==> config.mk <==
export PLATFORM = sky130hd
export DESIGN_NAME = vram_req_bridge
export DESIGN_NICKNAME = d
export VERILOG_FILES = /design/src/rtl/vram_req_bridge.sv
export SDC_FILE = /design/constraint.sdc
export NUM_CORES = 1
export LEC_CHECK = 0
export CAP_MARGIN = 20
export CORE_ASPECT_RATIO = 2
export CORE_UTILIZATION = 25
export CTS_CLUSTER_DIAMETER = 120
export DETAILED_ROUTE_END_ITERATION = 7
export GPL_TIMING_DRIVEN = 0
export PLACE_DENSITY = 0.44
export SYNTH_ARGS = -nofsm -noshare
export SYNTH_HDL_FRONTEND = slang
export SYNTH_SLANG_ARGS = --single-unit
==> constraint.sdc <==
create_clock -name clk -period 2.6 [get_ports clk]
set_input_delay 0.78 -clock clk [delete_from_list [all_inputs] [get_ports clk]]
set_output_delay 0.78 -clock clk [all_outputs]
set_load 0.01 [all_outputs]
==> src/rtl/vram_req_bridge.sv <==
// Buffers game-logic VRAM read/write strobes in a command FIFO and issues them
// one at a time over a req/ack handshake, returning read data through a second FIFO.
module vram_req_bridge #(
  parameter int ADDR_W    = 16,
  parameter int DATA_W    = 16,
  parameter int CMD_DEPTH = 4,
  parameter int RD_DEPTH  = 4
) (
  input  logic              clk,
  input  logic              reset,
  input  logic              write,
  input  logic [ADDR_W-1:0] writeaddr,
  input  logic [DATA_W-1:0] writedata,
  input  logic              read,
  input  logic [ADDR_W-1:0] readaddr,
  output logic              wr_full,
  output logic              rd_empty,
  output logic [DATA_W-1:0] readdata,
  input  logic              rd_pop,
  output logic              mem_req,
  output logic              mem_we,
  output logic [ADDR_W-1:0] mem_addr,
  output logic [DATA_W-1:0] mem_wdata,
  input  logic              mem_ack,
  input  logic [DATA_W-1:0] mem_rdata,
  output logic              err_drop
);

  localparam int CPW = $clog2(CMD_DEPTH);
  localparam int RPW = $clog2(RD_DEPTH);
  localparam logic [CPW:0] CMD_FULL = (CPW+1)'(CMD_DEPTH);
  localparam logic [RPW:0] RD_FULL  = (RPW+1)'(RD_DEPTH);

  typedef enum logic {S_IDLE, S_ISSUE} state_e;

  state_e state_q, state_d;

  logic              cmd_we_mem   [CMD_DEPTH];
  logic [ADDR_W-1:0] cmd_addr_mem [CMD_DEPTH];
  logic [DATA_W-1:0] cmd_data_mem [CMD_DEPTH];
  logic [CPW-1:0]    cmd_wptr_q, cmd_rptr_q;
  logic [CPW:0]      cmd_cnt_q;

  logic [DATA_W-1:0] rd_mem [RD_DEPTH];
  logic [RPW-1:0]    rd_wptr_q, rd_rptr_q;
  logic [RPW:0]      rd_cnt_q;
  // Reads accepted but not yet consumed by rd_pop (queued + in flight + buffered).
  logic [RPW:0]      rd_out_q;

  logic              mem_we_q;
  logic [ADDR_W-1:0] mem_addr_q;
  logic [DATA_W-1:0] mem_wdata_q;
  logic              err_q;

  logic push_wr, push_rd, cmd_push, drop, rd_pop_ok;
  logic load, cmd_pop, rd_push;

  assign wr_full   = (cmd_cnt_q == CMD_FULL);
  assign rd_empty  = (rd_cnt_q == '0);
  assign push_wr   = write && !wr_full;
  assign push_rd   = read && !write && !wr_full && (rd_out_q < RD_FULL);
  assign cmd_push  = push_wr || push_rd;
  assign drop      = (write && wr_full) || (read && !push_rd);
  assign rd_pop_ok = rd_pop && !rd_empty;

  // NOTE: every always_comb output gets a default first so no path infers a latch.
  always_comb begin
    state_d = state_q;
    load    = 1'b0;
    cmd_pop = 1'b0;
    rd_push = 1'b0;
    unique case (state_q)
      S_IDLE: begin
        if (cmd_cnt_q != '0) begin
          load    = 1'b1;
          state_d = S_ISSUE;
        end
      end
      S_ISSUE: begin
        if (mem_ack) begin
          cmd_pop = 1'b1;
          rd_push = !mem_we_q;
          state_d = S_IDLE;
        end
      end
      default: state_d = S_IDLE;
    endcase
  end

  // NOTE: registered state uses non-blocking assignments so all flops update together.
  always_ff @(posedge clk or posedge reset) begin
    if (reset) begin
      state_q     <= S_IDLE;
      cmd_wptr_q  <= '0;
      cmd_rptr_q  <= '0;
      cmd_cnt_q   <= '0;
      rd_wptr_q   <= '0;
      rd_rptr_q   <= '0;
      rd_cnt_q    <= '0;
      rd_out_q    <= '0;
      mem_we_q    <= 1'b0;
      mem_addr_q  <= '0;
      mem_wdata_q <= '0;
      err_q       <= 1'b0;
    end else begin
      state_q <= state_d;
      if (cmd_push) cmd_wptr_q <= cmd_wptr_q + CPW'(1);
      if (cmd_pop)  cmd_rptr_q <= cmd_rptr_q + CPW'(1);
      case ({cmd_push, cmd_pop})
        2'b10:   cmd_cnt_q <= cmd_cnt_q + (CPW+1)'(1);
        2'b01:   cmd_cnt_q <= cmd_cnt_q - (CPW+1)'(1);
        default: cmd_cnt_q <= cmd_cnt_q;
      endcase
      if (rd_push)   rd_wptr_q <= rd_wptr_q + RPW'(1);
      if (rd_pop_ok) rd_rptr_q <= rd_rptr_q + RPW'(1);
      case ({rd_push, rd_pop_ok})
        2'b10:   rd_cnt_q <= rd_cnt_q + (RPW+1)'(1);
        2'b01:   rd_cnt_q <= rd_cnt_q - (RPW+1)'(1);
        default: rd_cnt_q <= rd_cnt_q;
      endcase
      case ({push_rd, rd_pop_ok})
        2'b10:   rd_out_q <= rd_out_q + (RPW+1)'(1);
        2'b01:   rd_out_q <= rd_out_q - (RPW+1)'(1);
        default: rd_out_q <= rd_out_q;
      endcase
      if (load) begin
        mem_we_q    <= cmd_we_mem[cmd_rptr_q];
        mem_addr_q  <= cmd_addr_mem[cmd_rptr_q];
        mem_wdata_q <= cmd_data_mem[cmd_rptr_q];
      end
      if (drop) err_q <= 1'b1;
    end
  end

  // NOTE: FIFO storage is not reset; counts gate every use of it, and readdata is masked when empty.
  always_ff @(posedge clk) begin
    if (cmd_push) begin
      cmd_we_mem[cmd_wptr_q]   <= push_wr;
      cmd_addr_mem[cmd_wptr_q] <= push_wr ? writeaddr : readaddr;
      cmd_data_mem[cmd_wptr_q] <= push_wr ? writedata : '0;
    end
    if (rd_push) rd_mem[rd_wptr_q] <= mem_rdata;
  end

  assign mem_req   = (state_q == S_ISSUE);
  assign mem_we    = mem_we_q;
  assign mem_addr  = mem_addr_q;
  assign mem_wdata = mem_wdata_q;
  assign err_drop  = err_q;
  assign readdata  = rd_empty ? '0 : rd_mem[rd_rptr_q];

endmodule
==> summary.txt, run 1 <==
Synth
  – Syn Inst Count: between 400 and 500
  – Area contributors post-synth: edfxtp_1 59%, dfrtp_1 13%, mux4_2 10%
  – Synth area leader: edfxtp_1
  – Register area share after synthesis: 72.25%
  – FF+latch count, synth: 248
  – Largest family of logic cells by synthesized area: multiplexers
  – Post-Synth XOR/XNOR Area: 1.321%
  – Synth Area in Compound Gates: 0.2013%
  – Post-synthesis cell type count: 32
  – Cell area after synthesis: 9947 µm²
  – Synth Area in Adders: 1.987%
  – Top cell type's share of synthesized area: between 50% and 60%
  – Ys Warns: 0
  – Syn Nets: 563
  – Mux cell area share after synthesis: between 10% and 20%
  – Area share of and/or/nand/nor cells after synthesis: 3.572%
  – Syn Area/Cell: 20.77 µm²

Clocking
  – Max clock buf depth: 3
  – CTS tree: yes
  – Clock-pin slew on the worst setup and hold paths: around 0.060 ns
  – Hold buffers post-CTS: 0
  – CTS Buf Count: 25
  – Clock Tree Root: clkbuf_16
  – Worst skew pair latency: 0.54 ns
  – CTS H-tree lvls: 1
  – CTS Sinks: ~250

Job
  – MaxCap Viol Count: 0

Place
  – Detailed placement HPWL: 14400 µm
  – Buffers added on ports: between 100 and 150
  – Placed Instances: 1131
  – RePlAce Congestion: 0.6661
  – DP Area: approximately 12000 µm²

Run status
  – Failing checks: negative setup slack
  – Status: complete, but fails checks

Setup path
  – Crit path kind: flip-flop to output pin
  – Crit path from: rd_rptr_q[0]
  – Crit-path max FO: 5
  – Crit path max-delay cell type: mux4_2
  – CP delay by family, top: multiplexers
  – WP data required: 1.82 ns
  – CP startpoint kind: flip-flop
  – Crit end category: output pin
  – Arrival time worst endpoint: 1.95 ns
  – Worst path buffer plus inverter count: 3
  – Worst path max stage delay: 0.50 ns
  – Cell mode on critical path: buf_12
  – Origin of the critical flop-to-flop path: cmd_cnt_q[2]
  – Crit-path cells: buf_12 > buf_12 > mux4_2 > nor2b_1 > buf_2

Timing
  – Fmax: 0.3663 GHz
  – Final Setup Violations: 16
  – Period utilization: 105.0%
  – Worst-margin pin slew: 0.7266 ns
  – TNS Setup: -1.672 ns
  – Final Worst Setup Slack: -0.1300 ns
  – Max transition margin: about 51%
  – Final Skew: 0.01668 ns
  – Final Slew Violations: 0
  – Post-layout minimum cycle time: around 2.7 ns
  – RSZ-0062 raised after global routing: true
  – Hold Slack: 0.4770 ns
  – Final hold vios: 0

Route
  – 1st-iter DRT viols: 129
  – Routed Antenna Nets: 0
  – Total Routed Length: 21590 µm
  – Vias per inst: ~4.1
  – DRC: 0
  – TritonRoute pass-1 iters: 4
  – DR vias: between 4k and 5k
  – Drt wl/cell: 18.19 µm

Layout
  – Multi-input gate area: 2592 µm²
  – Share of cells above drive strength 1: 29.91%
  – Most common cell after layout, fill and taps aside: edfxtp_1
  – # fillers: 3774
  – Commonest cells after routing, fill and taps aside: 196 x edfxtp_1, 104 x clkdlybuf4s50_1, 51 x dfrtp_1
  – Area delta synth->final: 30.04%
  – Ant. Diodes: 0
  – Finished Layout Cells: 1187
  – Design Area, Final: 12930 µm²
  – Fin nets: 727
  – FF+latch area: 7188 µm²

Floorplan
  – Core area: ~40000 µm²
  – Initial core utilization: 25.31%
  – Die area: 40640 µm²
  – Row count: 103
  – IO Count: 123
  – Chip Height: 284.1 µm
  – Die X: 143.0 µm

Global routing
  – Initial antenna violation count: 0
  – Largest net degree at the start of global routing: 30
  – Global-route wire length before repair: 32460 µm
  – Remaining Overflow, GRT: 0
  – Vias in the first global route: 5438
  – Total Routing Usage GR: 10.91%

Min path
  – Hold_sp: rd_out_q[0]
  – Hold Path Class: flip-flop to flip-flop

Pwr
  – Leakage: 4.627 nW
  – Power per cell area: 1175 nW/µm²
  – Overall power: 15.20 mW
  – Worst vdd ir: 0.4931 mV
==> report_power, final <==
| part | internal [mW] | total (mW) | switching (mW) |
|---|---|---|---|
| combinational | 3.05 | 5.47 | 2.43 |
| clock | 2.16 | 3.71 | 1.55 |
| sequential | 5.57 | 6.02 | 0.445 |
| total | 10.8 | 15.2 | 4.43 |
==> stage by stage <==
step / util [%] / setup slack (ns)
after floorplan: - / 0.1489
after global placement: 30.08 / -1.350
after detailed placement: 30.35 / -0.5755
after CTS: 32.71 / -0.2303
after global routing: 32.91 / -0.1972
final: 32.91 / -0.1300
==> layer usage <==
layer	global-route usage, %	share of wire (%)
met1	10.97	36
met2	21.26	57
met3	1.904	4.3
met4	4.677	3.4
met5	0	0
==> synth_stat cells <==
cell type / count
edfxtp_1: 196
nand3_1: 1
mux4_2: 44
o21ai_0: 1
mux2_1: 5
dfrtp_1: 52
nor2b_1: 17
buf_12: 3
nor2_2: 2
nor3_2: 1
nor3b_4: 1
fa_1: 3
ha_1: 11
buf_6: 1
mux2i_1: 3
nand2b_1: 1
mux2_2: 18
nand2_1: 1
mux4_1: 5
xor2_1: 7
a21oi_1: 3
inv_1: 19
and2_1: 24
clkbuf_1: 5
mux2_4: 28
buf_2: 5
or3_1: 1
buf_4: 5
nand3b_1: 1
nor3_1: 2
nor2_1: 5
xnor2_1: 8
==> final timing paths <==
check                                          end  slack, ns  cells after the start
min in group asynchronous              rd_cnt_q[2]       0.68                      2
worst min-delay path                   rd_out_q[0]       0.48                      1
worst max register to register  cmd_addr_mem[1][6]       0.31                      5
max in group asynchronous              mem_addr[9]       1.30                      3
worst min register to register         rd_out_q[0]       0.48                      1
worst max-delay path                  readdata[12]      -0.13                      5
==> timing repair <==
item,CTS,global route
gates cloned,1,0
resized for setup,78,25
endpoints found under the hold margin,0,0
setup buffers,6,4
pin swaps,2,1
endpoints found under the setup margin,19,65
==> worst reg2reg max path: cells and delay by family, from the launching register on <==
| family | cells | cell delay (ns) |
|---|---|---|
| and+or+nand+nor | 2 | 0.57 |
| muxes | 1 | 0.45 |
| buffers and inverters | 2 | 0.59 |
| DFF | 1 | 0.41 |
==> sequential cells by signal (all words and copies together) (netlist names) <==
register      flops
mem_req           1
cmd_we_mem        4
cmd_cnt_q         3
err_drop          1
rd_wptr_q         2
mem_wdata        16
rd_rptr_q         2
cmd_wptr_q        2
cmd_data_mem     64
mem_we            1
rd_cnt_q          3
rd_mem           64
mem_addr         16
cmd_addr_mem     64
cmd_rptr_q        2
rd_out_q          3
==> layout make-up <==
type	count	area share, %
well taps	525	5.078
multi-input cells	193	20.04
repair buffers	137	10.68
inverters	19	0.5514
plain buffers	19	1.499
clock buffers	30	5.214
flip-flops and latches	248	55.57
clock inverters	16	1.364
==> logic make-up (layout without fill, tap and decap cells) <==
group | after synthesis | in the layout
AOI/OAI and AO/OA | 4 | 4
xor gates and xnor gates | 15 | 15
adders and majority gates | 14 | 14
buffers and inverters | 38 | 221
DFF | 248 | 248
muxes | 103 | 103
and+or+nand+nor | 57 | 57
(Power assumes the default switching activity.)
==> run 2, diff against run 1 <==
ABC_AREA = 0   (was not set)
==> results of run 2 <==
Same layout as run 1: the final DEF is identical, and so are final timing and power.
==> run 3, diff against run 2 <==
CAP_MARGIN = 30   (was 20)
==> summary.txt, run 3 (synthesis gave the netlist of run 1 again) <==
Timing
  – Fmax: 0.3662 GHz (was 0.3663 GHz)
  – Hold Slack: 0.4770 ns (about the same)
  – Final Setup Violations: 16 (unchanged)
  – Final Skew: 0.01648 ns (was 0.01668 ns)
  – Worst-margin pin slew: 0.7260 ns (was 0.7266 ns)
  – Final Slew Violations: 0 (unchanged)
  – Period utilization: 105.0% (about the same)
  – Post-layout minimum cycle time: 2.731 ns (was 2.730 ns)
  – Max transition margin: 51.53% (was 51.49%)
  – Final Worst Setup Slack: -0.1309 ns (was -0.1300 ns)
  – RSZ-0062 raised after global routing: true (unchanged)
  – Final hold vios: 0 (unchanged)

Setup path
  – Reg2reg setup slack: 0.30 ns (was 0.31 ns)
  – Crit-path max FO: 5 (unchanged)
  – Origin of the critical flop-to-flop path: cmd_cnt_q[2] (unchanged)
  – Reg2reg path depth: 5 (unchanged)
  – FF-to-FF End: cmd_addr_mem[1][6] (unchanged)
  – WP data required: 1.82 ns (about the same)
  – Crit end category: output pin (unchanged)
  – Crit path kind: flip-flop to output pin (unchanged)
  – Arrival time worst endpoint: 1.95 ns (about the same)
  – CP startpoint kind: flip-flop (unchanged)

Floorplan
  – IO Count: 123 (unchanged)
  – Die X: 143.0 µm (unchanged)
  – Die area: 40640 µm² (unchanged)
  – Core area: 39310 µm² (unchanged)
  – Row count: 103 (unchanged)
  – Chip Height: 284.1 µm (unchanged)
  – Initial core utilization: 25.31% (unchanged)

Pwr
  – Worst vdd ir: 0.4929 mV (was 0.4931 mV)
  – Power per cell area: 1174 nW/µm² (was 1175 nW/µm²)
  – Leakage: 4.638 nW (was 4.627 nW)
  – Overall power: 15.22 mW (was 15.20 mW)

Clocking
  – Max clock buf depth: 3 (unchanged)
  – Worst skew pair latency: 0.54 ns (about the same)
  – Clock-pin slew on the worst setup and hold paths: 0.06 ns (about the same)
  – CTS Sinks: 248 (unchanged)
  – CTS tree: yes (unchanged)
  – Clock Tree Root: clkbuf_16 (unchanged)
  – CTS Buf Count: 25 (unchanged)
  – CTS H-tree lvls: 1 (unchanged)

Place
  – Detailed placement HPWL: 14400 µm (unchanged)
  – RePlAce Congestion: 0.6661 (unchanged)
  – Pre-CTS setup slack: -0.5755 ns (unchanged)
  – Buffers added on ports: 122 (unchanged)
  – Placed Instances: 1131 (unchanged)

Min path
  – Hold_sp: rd_out_q[0] (unchanged)
  – Hold Crit Depth: 1 (unchanged)
  – Hold Path Class: flip-flop to flip-flop (unchanged)
  – WHS Endpoint: rd_out_q[0] (unchanged)

Global routing
  – Initial antenna violation count: 0 (unchanged)
  – Global-route wire length before repair: 32460 µm (unchanged)
  – Remaining Overflow, GRT: 0 (unchanged)
  – Total Routing Usage GR: 10.91% (unchanged)
  – Vias in the first global route: 5438 (unchanged)
  – Largest net degree at the start of global routing: 30 (unchanged)

Layout
  – Ant. Diodes: 0 (unchanged)
  – Area delta synth->final: 30.30% (was 30.04%)
  – Finished Layout Cells: 1188 (was 1187)
  – Fin nets: 728 (was 727)
  – Commonest cells after routing, fill and taps aside: 196 x edfxtp_1, 104 x clkdlybuf4s50_1, 51 x dfrtp_1 (unchanged)
  – Fin util: 32.97% (was 32.91%)
  – Share of cells above drive strength 1: 29.86% (was 29.91%)
  – Most common cell after layout, fill and taps aside: edfxtp_1 (unchanged)
  – Largest registers: cmd_addr_mem (64), cmd_data_mem (64), rd_mem (64) (unchanged)
  – # fillers: 3774 (unchanged)

Route
  – DRC: 0 (unchanged)
  – Drt wl/cell: 18.17 µm (was 18.19 µm)
  – DR vias: 4830 (was 4834)
  – 1st-iter DRT viols: 130 (was 129)
  – Total Routed Length: 21590 µm (about the same)
  – Vias per inst: 4.066 (was 4.072)
  – TritonRoute pass-1 iters: 4 (unchanged)
  – Routed Antenna Nets: 0 (unchanged)

Run status
  – Status: complete, but fails checks (unchanged)
  – Failing checks: negative setup slack (unchanged)

Job
  – MaxCap Viol Count: 0 (unchanged)
[run 3: changes by cell type in the layout (fill, tap and decap cells not counted), sizes merged]
| cell | change |
|---|---|
| buf | +1 |
[run 3: how the worst max path moves through the flow]
stage                 start                  end  cells past startpoint
3_5_place_dp        mem_ack         rd_mem[0][5]                      4
2_1_floorplan          read   cmd_addr_mem[2][0]                      3
4_1_cts        rd_rptr_q[0]         readdata[15]                      5
6_report       rd_rptr_q[0]         readdata[12]                      5
3_3_place_gp           read  cmd_addr_mem[3][10]                      4
5_1_grt        rd_rptr_q[0]         readdata[12]                      5
[run 3: where the power goes]
group | internal [mW] | switching (mW)
clock | 2.16 | 1.55
combinational | 3.06 | 2.43
sequential | 5.57 | 0.445
[run 3: worst max-delay path: stages (launching register included)]
cell     delay [ns]
dfrtp_1        0.38
buf_12         0.14
buf_12         0.13
mux4_2         0.50
nor2b_1        0.14
buf_2          0.13
[run 3: routing by layer]
layer / global-route usage [%] / vias up / routed length (µm)
met3: 1.904 / 35 / 950
met2: 21.26 / 117 / 12230
met4: 4.677 / 0 / 726
met1: 10.97 / 2494 / 7678
li1: - / 2184 / -
met5: 0 / - / 0
[run 3: cell type report]
cell class                 count  area [µm²]  area share [%]
timing repair buffer         138        1409           10.87
buffer                        19       193.9           1.496
multi-input combinational    193        2591           19.99
clock buffer                  30       674.4           5.203
clock inverter                16       176.4           1.361
inverter                      19       71.32          0.5502
sequential                   248        7188           55.46
tap                          525       656.9           5.068
[run 3: stage by stage]
stage	area, µm²	setup TNS (ns)
3_5_place_dp	11930	-105.64
5_1_grt	12960	-2.827
2_1_floorplan	9947	0
3_3_place_gp	11830	-295.59
6_report	12960	-1.683
4_1_cts	12860	-3.098
[run 3: what timing repair did]
item,CTS,global route
cloned,1,0
setup endpoints to repair,19,49
hold endpoints to repair,0,0
pin swaps,2,1
setup buffers,6,4
resized for setup,78,24
hold buffers,0,0
